## src/rtl/fpu_pkg.sv

```systemverilog
// rtl/fpu_pkg.sv - shared opcodes, FALU op codes, fflags indices and FSM state type for the FP issue stage
package fpu_pkg;

  localparam logic [4:0] FUNCT5_FADD = 5'b00000;
  localparam logic [4:0] FUNCT5_FSUB = 5'b00001;
  localparam logic [4:0] FUNCT5_FMUL = 5'b00010;
  localparam logic [4:0] FUNCT5_FDIV = 5'b00011;

  localparam logic [3:0] FALU_ADD  = 4'd0;
  localparam logic [3:0] FALU_MUL  = 4'd1;
  localparam logic [3:0] FALU_DIV  = 4'd2;
  localparam logic [3:0] FALU_SUB  = 4'd3;
  localparam logic [3:0] FALU_NONE = 4'd15;

  localparam int FF_NV = 4;
  localparam int FF_DZ = 3;
  localparam int FF_OF = 2;
  localparam int FF_UF = 1;
  localparam int FF_NX = 0;

  localparam logic [31:0] CANON_NAN = 32'h7FC00000;

  typedef enum logic [1:0] {
    ST_IDLE,
    ST_EXEC,
    ST_ILLEGAL
  } issue_state_e;

endpackage

```

## src/rtl/fpu_flag_accum.sv

```systemverilog
// rtl/fpu_flag_accum.sv - sticky fflags register; a clear and a set in the same cycle keep the new flags
module fpu_flag_accum (
  input  logic       CLK,
  input  logic       RESET,
  input  logic       clr_i,
  input  logic       set_i,
  input  logic [4:0] flags_i,
  output logic [4:0] fflags_o
);

  logic [4:0] flags_q;
  logic [4:0] flags_d;

  always_comb begin
    flags_d = clr_i ? 5'd0 : flags_q;
    if (set_i) flags_d = flags_d | flags_i;
  end

  always_ff @(posedge CLK or posedge RESET) begin
    if (RESET) flags_q <= 5'd0;
    else       flags_q <= flags_d;
  end

  assign fflags_o = flags_q;

endmodule

```

## src/rtl/fpu_issue_stage.sv

```systemverilog
// rtl/fpu_issue_stage.sv - decodes FP ops, holds FALU operands for a per-op settle window and captures results
module fpu_issue_stage #(
  parameter int ADD_CYCLES = 2,
  parameter int MUL_CYCLES = 3,
  parameter int DIV_CYCLES = 6,
  parameter int CNT_W      = 3
) (
  input  logic        CLK,
  input  logic        RESET,
  input  logic        valid_in,
  output logic        in_ready,
  input  logic [4:0]  funct5,
  input  logic [31:0] rs1_data,
  input  logic [31:0] rs2_data,
  input  logic [4:0]  rd_in,
  input  logic        flush,
  input  logic        fflags_clr,
  output logic [31:0] falu_a,
  output logic [31:0] falu_b,
  output logic [3:0]  falu_op,
  input  logic [31:0] falu_result,
  input  logic        falu_exc,
  input  logic        falu_ovf,
  input  logic        falu_unf,
  output logic        result_valid,
  output logic [31:0] result_data,
  output logic [4:0]  rd_out,
  output logic        stall,
  output logic [4:0]  fflags
);

  import fpu_pkg::*;

  issue_state_e     state_q;
  logic [CNT_W-1:0] cnt_q;
  logic [31:0]      a_q, b_q, res_q;
  logic [3:0]       op_q;
  logic [4:0]       rd_q, rd_out_q;
  logic             rv_q;

  logic             dec_legal;
  logic [3:0]       dec_op;
  logic [CNT_W-1:0] dec_cnt;
  logic             capture;
  logic             div_by_zero;
  logic [4:0]       new_flags;

  always_comb begin
    dec_legal = 1'b1;
    dec_op    = FALU_ADD;
    dec_cnt   = CNT_W'(ADD_CYCLES - 1);
    case (funct5)
      FUNCT5_FADD: begin dec_op = FALU_ADD; dec_cnt = CNT_W'(ADD_CYCLES - 1); end
      FUNCT5_FSUB: begin dec_op = FALU_SUB; dec_cnt = CNT_W'(ADD_CYCLES - 1); end
      FUNCT5_FMUL: begin dec_op = FALU_MUL; dec_cnt = CNT_W'(MUL_CYCLES - 1); end
      FUNCT5_FDIV: begin dec_op = FALU_DIV; dec_cnt = CNT_W'(DIV_CYCLES - 1); end
      default:     dec_legal = 1'b0;
    endcase
  end

  assign capture = ~flush & (((state_q == ST_EXEC) && (cnt_q == '0)) || (state_q == ST_ILLEGAL));

  // Finite non-zero dividend over a zero divisor is DZ; the FALU's generic exception must not also raise NV.
  assign div_by_zero = (op_q == FALU_DIV) && (b_q[30:0] == 31'd0) &&
                       (a_q[30:23] != 8'hFF) && (a_q[30:0] != 31'd0);

  always_comb begin
    new_flags = 5'd0;
    if (state_q == ST_ILLEGAL) begin
      new_flags[FF_NV] = 1'b1;
    end else begin
      new_flags[FF_NV] = falu_exc & ~div_by_zero;
      new_flags[FF_DZ] = div_by_zero;
      new_flags[FF_OF] = falu_ovf;
      new_flags[FF_UF] = falu_unf;
      new_flags[FF_NX] = falu_ovf | falu_unf;
    end
  end

  always_ff @(posedge CLK or posedge RESET) begin
    if (RESET) begin
      state_q  <= ST_IDLE;
      cnt_q    <= '0;
      a_q      <= 32'd0;
      b_q      <= 32'd0;
      op_q     <= FALU_NONE;
      rd_q     <= 5'd0;
      rd_out_q <= 5'd0;
      res_q    <= 32'd0;
      rv_q     <= 1'b0;
    end else begin
      rv_q <= 1'b0;
      if (flush) begin
        state_q <= ST_IDLE;
        op_q    <= FALU_NONE;
      end else begin
        case (state_q)
          ST_IDLE: begin
            if (valid_in) begin
              rd_q <= rd_in;
              if (dec_legal) begin
                a_q     <= rs1_data;
                b_q     <= rs2_data;
                op_q    <= dec_op;
                cnt_q   <= dec_cnt;
                state_q <= ST_EXEC;
              end else begin
                state_q <= ST_ILLEGAL;
              end
            end
          end
          ST_EXEC: begin
            if (cnt_q != '0) begin
              cnt_q <= cnt_q - 1'b1;
            end else begin
              res_q    <= falu_result;
              rd_out_q <= rd_q;
              rv_q     <= 1'b1;
              op_q     <= FALU_NONE;
              state_q  <= ST_IDLE;
            end
          end
          ST_ILLEGAL: begin
            res_q    <= CANON_NAN;
            rd_out_q <= rd_q;
            rv_q     <= 1'b1;
            state_q  <= ST_IDLE;
          end
          default: state_q <= ST_IDLE;
        endcase
      end
    end
  end

  fpu_flag_accum u_flag_accum (
    .CLK      (CLK),
    .RESET    (RESET),
    .clr_i    (fflags_clr),
    .set_i    (capture),
    .flags_i  (new_flags),
    .fflags_o (fflags)
  );

  assign in_ready     = (state_q == ST_IDLE);
  assign stall        = valid_in & ~in_ready;
  assign falu_a       = a_q;
  assign falu_b       = b_q;
  assign falu_op      = op_q;
  assign result_valid = rv_q;
  assign result_data  = res_q;
  assign rd_out       = rd_out_q;

endmodule

```

## config.mk

```make
export PLATFORM = sky130hd
export DESIGN_NAME = fpu_issue_stage
export DESIGN_NICKNAME = d
export VERILOG_FILES = /design/src/rtl/fpu_pkg.sv /design/src/rtl/fpu_flag_accum.sv /design/src/rtl/fpu_issue_stage.sv
export SDC_FILE = /design/constraint.sdc
export NUM_CORES = 1
export LEC_CHECK = 0
export ABC_AREA = 1
export CORE_MARGIN = 2
export CORE_UTILIZATION = 30
export DETAILED_ROUTE_END_ITERATION = 7
export GPL_TIMING_DRIVEN = 0
export PLACE_DENSITY = 0.57
export SLEW_MARGIN = 5
export SYNTH_ARGS = -nofsm -noshare
export SYNTH_HDL_FRONTEND = slang
export SYNTH_HIERARCHICAL = 1
export SYNTH_SLANG_ARGS = --single-unit
```

## constraint.sdc

```tcl
create_clock -name CLK -period 7.54 [get_ports CLK]
set_input_delay 1.508 -clock CLK [delete_from_list [all_inputs] [get_ports CLK]]
set_output_delay 1.508 -clock CLK [all_outputs]
set_load 0.005 [all_outputs]
```

==> impl_results.md <==
- Number of global-route vias before repair: 5072
- Total placed cells including tap cells: 1103
- Multiplexer fraction of the synthesized cell area: 0%
- Placement row count: 48
- Critical Path AT: 2.64 ns
- Total die area: 0.0186 mm²
- Final Routed Wirelength: 16900 µm
- Synth Warn #: 6
- Worst min path class: reg2reg
- Busiest layer in global routing: met2
- Starting Density: 30.6%
- Count of cells resized by post-cts repair: 0
- Post-DP HPWL: 12700 µm
- Combinational fraction of design power: 29.9%
- Syn Inst Count: 651
- Clock tree root driver cell: sky130_fd_sc_hd__clkbuf_16
- Met1 routing resource usage after global routing: 23.2%
- P_int: 1.82 mW
- Switching power share of the total: 29.0%
- Number of detailed-route iterations in the first pass: 5
- Share of total power in the clock network: 32.7%
- Max-capacitance violation count: 0
- Synthesized area per cell: 8.09 µm²
- RSZ-0062 raised after global routing: false
- Setup slack on the worst flop-to-flop path: 5.38 ns
- Sw Pwr: 0.744 mW
- Diode insertion count for antenna repair: 0
- Final worst setup slack: 3.39 ns
- GRT met3 Usage: 9.00%
- Insertion delay of the later-clocked pin in the worst-skew pair: 0.42 ns
- Clock transition at path regs: 0.05 ns
- Via-to-Cell Ratio: 4.49
- Total standard cell area after synthesis: 0.00527 mm²
- Skew final: 0.0171 ns
- Share of synthesized cell area in full adder, half adder and majority cells: 1.19%
- Count of buffers inserted at the top-level ports: 226
- Synth Net Count: 770
- Floorplan die height: 137 µm
- Chip Width: 137 µm
- Fraction of final layout cells with drive strength greater than 1: 5.27%
- Complex-gate fraction of the synthesized area: 6.70%
- CP Class: in2out
- Number of nets at the end of the flow: 1016
- Crit path max fanout: 3
- Distinct cells, synth: 21
- IR Drop Worst-Case VDD: 0.162 mV
- Xor/xnor cell area share of the yosys netlist: 0%
- Final total negative setup slack: 0 ns
- Worst slack, placed: 3.39 ns
- Global placer's final weighted congestion: 0.774
- Max Root-Sink Buffers: 2
- Sequential power share: 37.5%
- Number of top-level pins: 227
- Setup violations, final: 0
- Fraction of the mapped netlist area in simple logic gates: 29.5%
- Worst Hold Margin: 0.469 ns
- Met2 Track Usage GR: 28.9%
- Slew of the pin with the lowest slew margin: 0.766 ns
- Total count of hold-check failures in the final report: 0
- Number of fill cells: 1703
- Post-synthesis register bit count: 120
- Part of the Yosys area used for sequential elements: 57.1%
- Global-route wire length before repair: 26600 µm
- Count of nets left with antenna violations after detail routing: 0
- Areal power density over the cells: 304 mW/mm²
- Count of vias placed by the detailed router: 5093
- Achievable frequency: 241 MHz
- Wire per inst: 14.9 µm
- Buffers inserted by post-CTS timing repair: 0
- Total DRC errors in the routed layout: 0
- Clock tree sinks: 120
- Share of the cycle needed by the critical path after routing: 55.1%
- Initial antenna violation count: 1
- Number of buffers inserted by hold repair at cts: 0
- Largest net degree at the start of global routing: 87
- All-layer global routing usage: 18.7%
- Clock buffers created by TritonCTS: 17
- Dominant combinational cell family by area after synthesis: simple AND/OR/NAND/NOR gates
- Final Non-Filler Cells: 1135
- Relative slew slack: 48.9%
- LEAKAGE: 3.95 nW
- Depth of the CTS H-tree: 4
- Placeable core region: 0.0172 mm²
- Count of pins over their slew limit: 0
- Outcome: finished, final reports clean
- Startpoint type of the worst setup path: primary input
- Area overhead of the layout relative to synthesis: 60.4%
- Period minus WS final: 4.15 ns
- Total grt overflow: 0
- CTS tree: built
- Req. time, crit path: 6.03 ns
- Number of violations reported at the end of detailed-routing iteration 0: 186
- Worst setup EP type: primary output
## power by group through the flow
stage	sequential [mW]	clock [mW]	combinational, mW
6_report	0.961	0.839	0.766
4_1_cts	0.964	0.855	0.781
3_3_place_gp	0.966	0	0.771
2_1_floorplan	0.967	0	0.255
5_1_grt	0.987	0.884	0.861
3_5_place_dp	0.972	0	0.777
## registers in the layout, indices dropped and copies added, names as in the netlist, 3 cells and up
| name | flops |
|---|---|
| rd_q | 5 |
| rd_out | 5 |
| falu_a | 32 |
| u_flag_accum/fflags_o | 5 |
| cnt_q | 3 |
| falu_op | 3 |
| falu_b | 32 |
| result_data | 32 |
## cells in the final DEF (no fill, tap or decap), types with 6 or more instances in the layout
| cell type | n |
|---|---|
| sky130_fd_sc_hd__o21ai_0 | 51 |
| sky130_fd_sc_hd__clkdlybuf4s50_1 | 226 |
| sky130_fd_sc_hd__clkbuf_16 | 17 |
| sky130_fd_sc_hd__a21oi_1 | 18 |
| sky130_fd_sc_hd__buf_2 | 6 |
| sky130_fd_sc_hd__nor2_1 | 85 |
| sky130_fd_sc_hd__inv_1 | 39 |
| sky130_fd_sc_hd__dfrtp_1 | 117 |
| sky130_fd_sc_hd__nand3_1 | 65 |
| sky130_fd_sc_hd__nand2_1 | 220 |
| sky130_fd_sc_hd__clkbuf_1 | 26 |
## layer usage
metal  routed length (µm)  share of wire [%]
met5                    0                  0
met4                  175                1.0
met3                 1930                 11
met2                 7570                 45
met1                 7270                 43
## area by class of cell
| cell class | instances | area (µm²) | area share, % |
|---|---|---|---|
| Sequential cell | 120 | 3010 | 35.6 |
| Timing Repair Buffer | 227 | 2290 | 27.1 |
| Clock inverter | 12 | 149 | 1.76 |
| Buffer | 33 | 139 | 1.64 |
| Multi-Input combinational cell | 457 | 1970 | 23.3 |
| Tap cell | 225 | 282 | 3.33 |
| Inverter | 41 | 159 | 1.88 |
| Clock buffer | 20 | 457 | 5.41 |
## final timing paths
kind / startpoint / end / depth (start not counted)
min in group asynchronous: RESET / u_flag_accum/fflags_o[4] / 2
min reg2reg: u_flag_accum/fflags_o[3] / u_flag_accum/fflags_o[3] / 2
max reg2reg: state_q[1] / falu_a[17] / 9
max: valid_in / stall / 4
min: u_flag_accum/fflags_o[3] / u_flag_accum/fflags_o[3] / 2
max in group asynchronous: RESET / falu_op[0] / 3
## cell families (layout without fill, tap and decap cells)
family	after synthesis	after routing
simple gates	382	382
flops	120	120
buf+inv	74	333
compound gates	70	70
fa+ha+maj	5	5
## worst max-delay path, stage by stage
cell and delay, ns:
sky130_fd_sc_hd__clkdlybuf4s50_1 0.45, sky130_fd_sc_hd__inv_1 0.08, sky130_fd_sc_hd__nor2_1 0.10, sky130_fd_sc_hd__clkdlybuf4s50_1 0.51
## cell usage after synthesis
| cell | instances | area [µm²] |
|---|---|---|
| sky130_fd_sc_hd__nand3_1 | 65 | 325 |
| sky130_fd_sc_hd__nor3_1 | 2 | 10.0 |
| sky130_fd_sc_hd__nand4_1 | 5 | 31.3 |
| sky130_fd_sc_hd__a21oi_1 | 18 | 90.1 |
| sky130_fd_sc_hd__inv_2 | 1 | 3.75 |
| sky130_fd_sc_hd__inv_1 | 40 | 150 |
| sky130_fd_sc_hd__clkbuf_1 | 25 | 93.8 |
| sky130_fd_sc_hd__o211ai_1 | 1 | 7.51 |
| sky130_fd_sc_hd__o21ai_0 | 51 | 255 |
| sky130_fd_sc_hd__nor2_2 | 1 | 6.26 |
| sky130_fd_sc_hd__nand2b_1 | 1 | 6.26 |
| sky130_fd_sc_hd__ha_1 | 5 | 62.6 |
| sky130_fd_sc_hd__and2_1 | 1 | 6.26 |
| sky130_fd_sc_hd__nand2_1 | 220 | 826 |
| sky130_fd_sc_hd__nor2_1 | 85 | 319 |
| sky130_fd_sc_hd__buf_4 | 2 | 15.0 |
| sky130_fd_sc_hd__nand2_2 | 1 | 6.26 |
| sky130_fd_sc_hd__dfrtp_1 | 117 | 2930 |
| sky130_fd_sc_hd__dfstp_2 | 3 | 78.8 |
| sky130_fd_sc_hd__buf_2 | 6 | 30.0 |
| sky130_fd_sc_hd__nor3_4 | 1 | 16.3 |
## stage by stage
stage / utilization (%) / area (µm²) / total power [mW]
after floorplan: - / 5270 / 1.22
after global placement: 45.3 / 7810 / 1.74
after detailed placement: 45.5 / 7840 / 1.75
after CTS: 49.0 / 8450 / 2.60
after global routing: 49.0 / 8450 / 2.73
final: 49.0 / 8450 / 2.57
No activity file was read; power rests on OpenSTA's default activity.
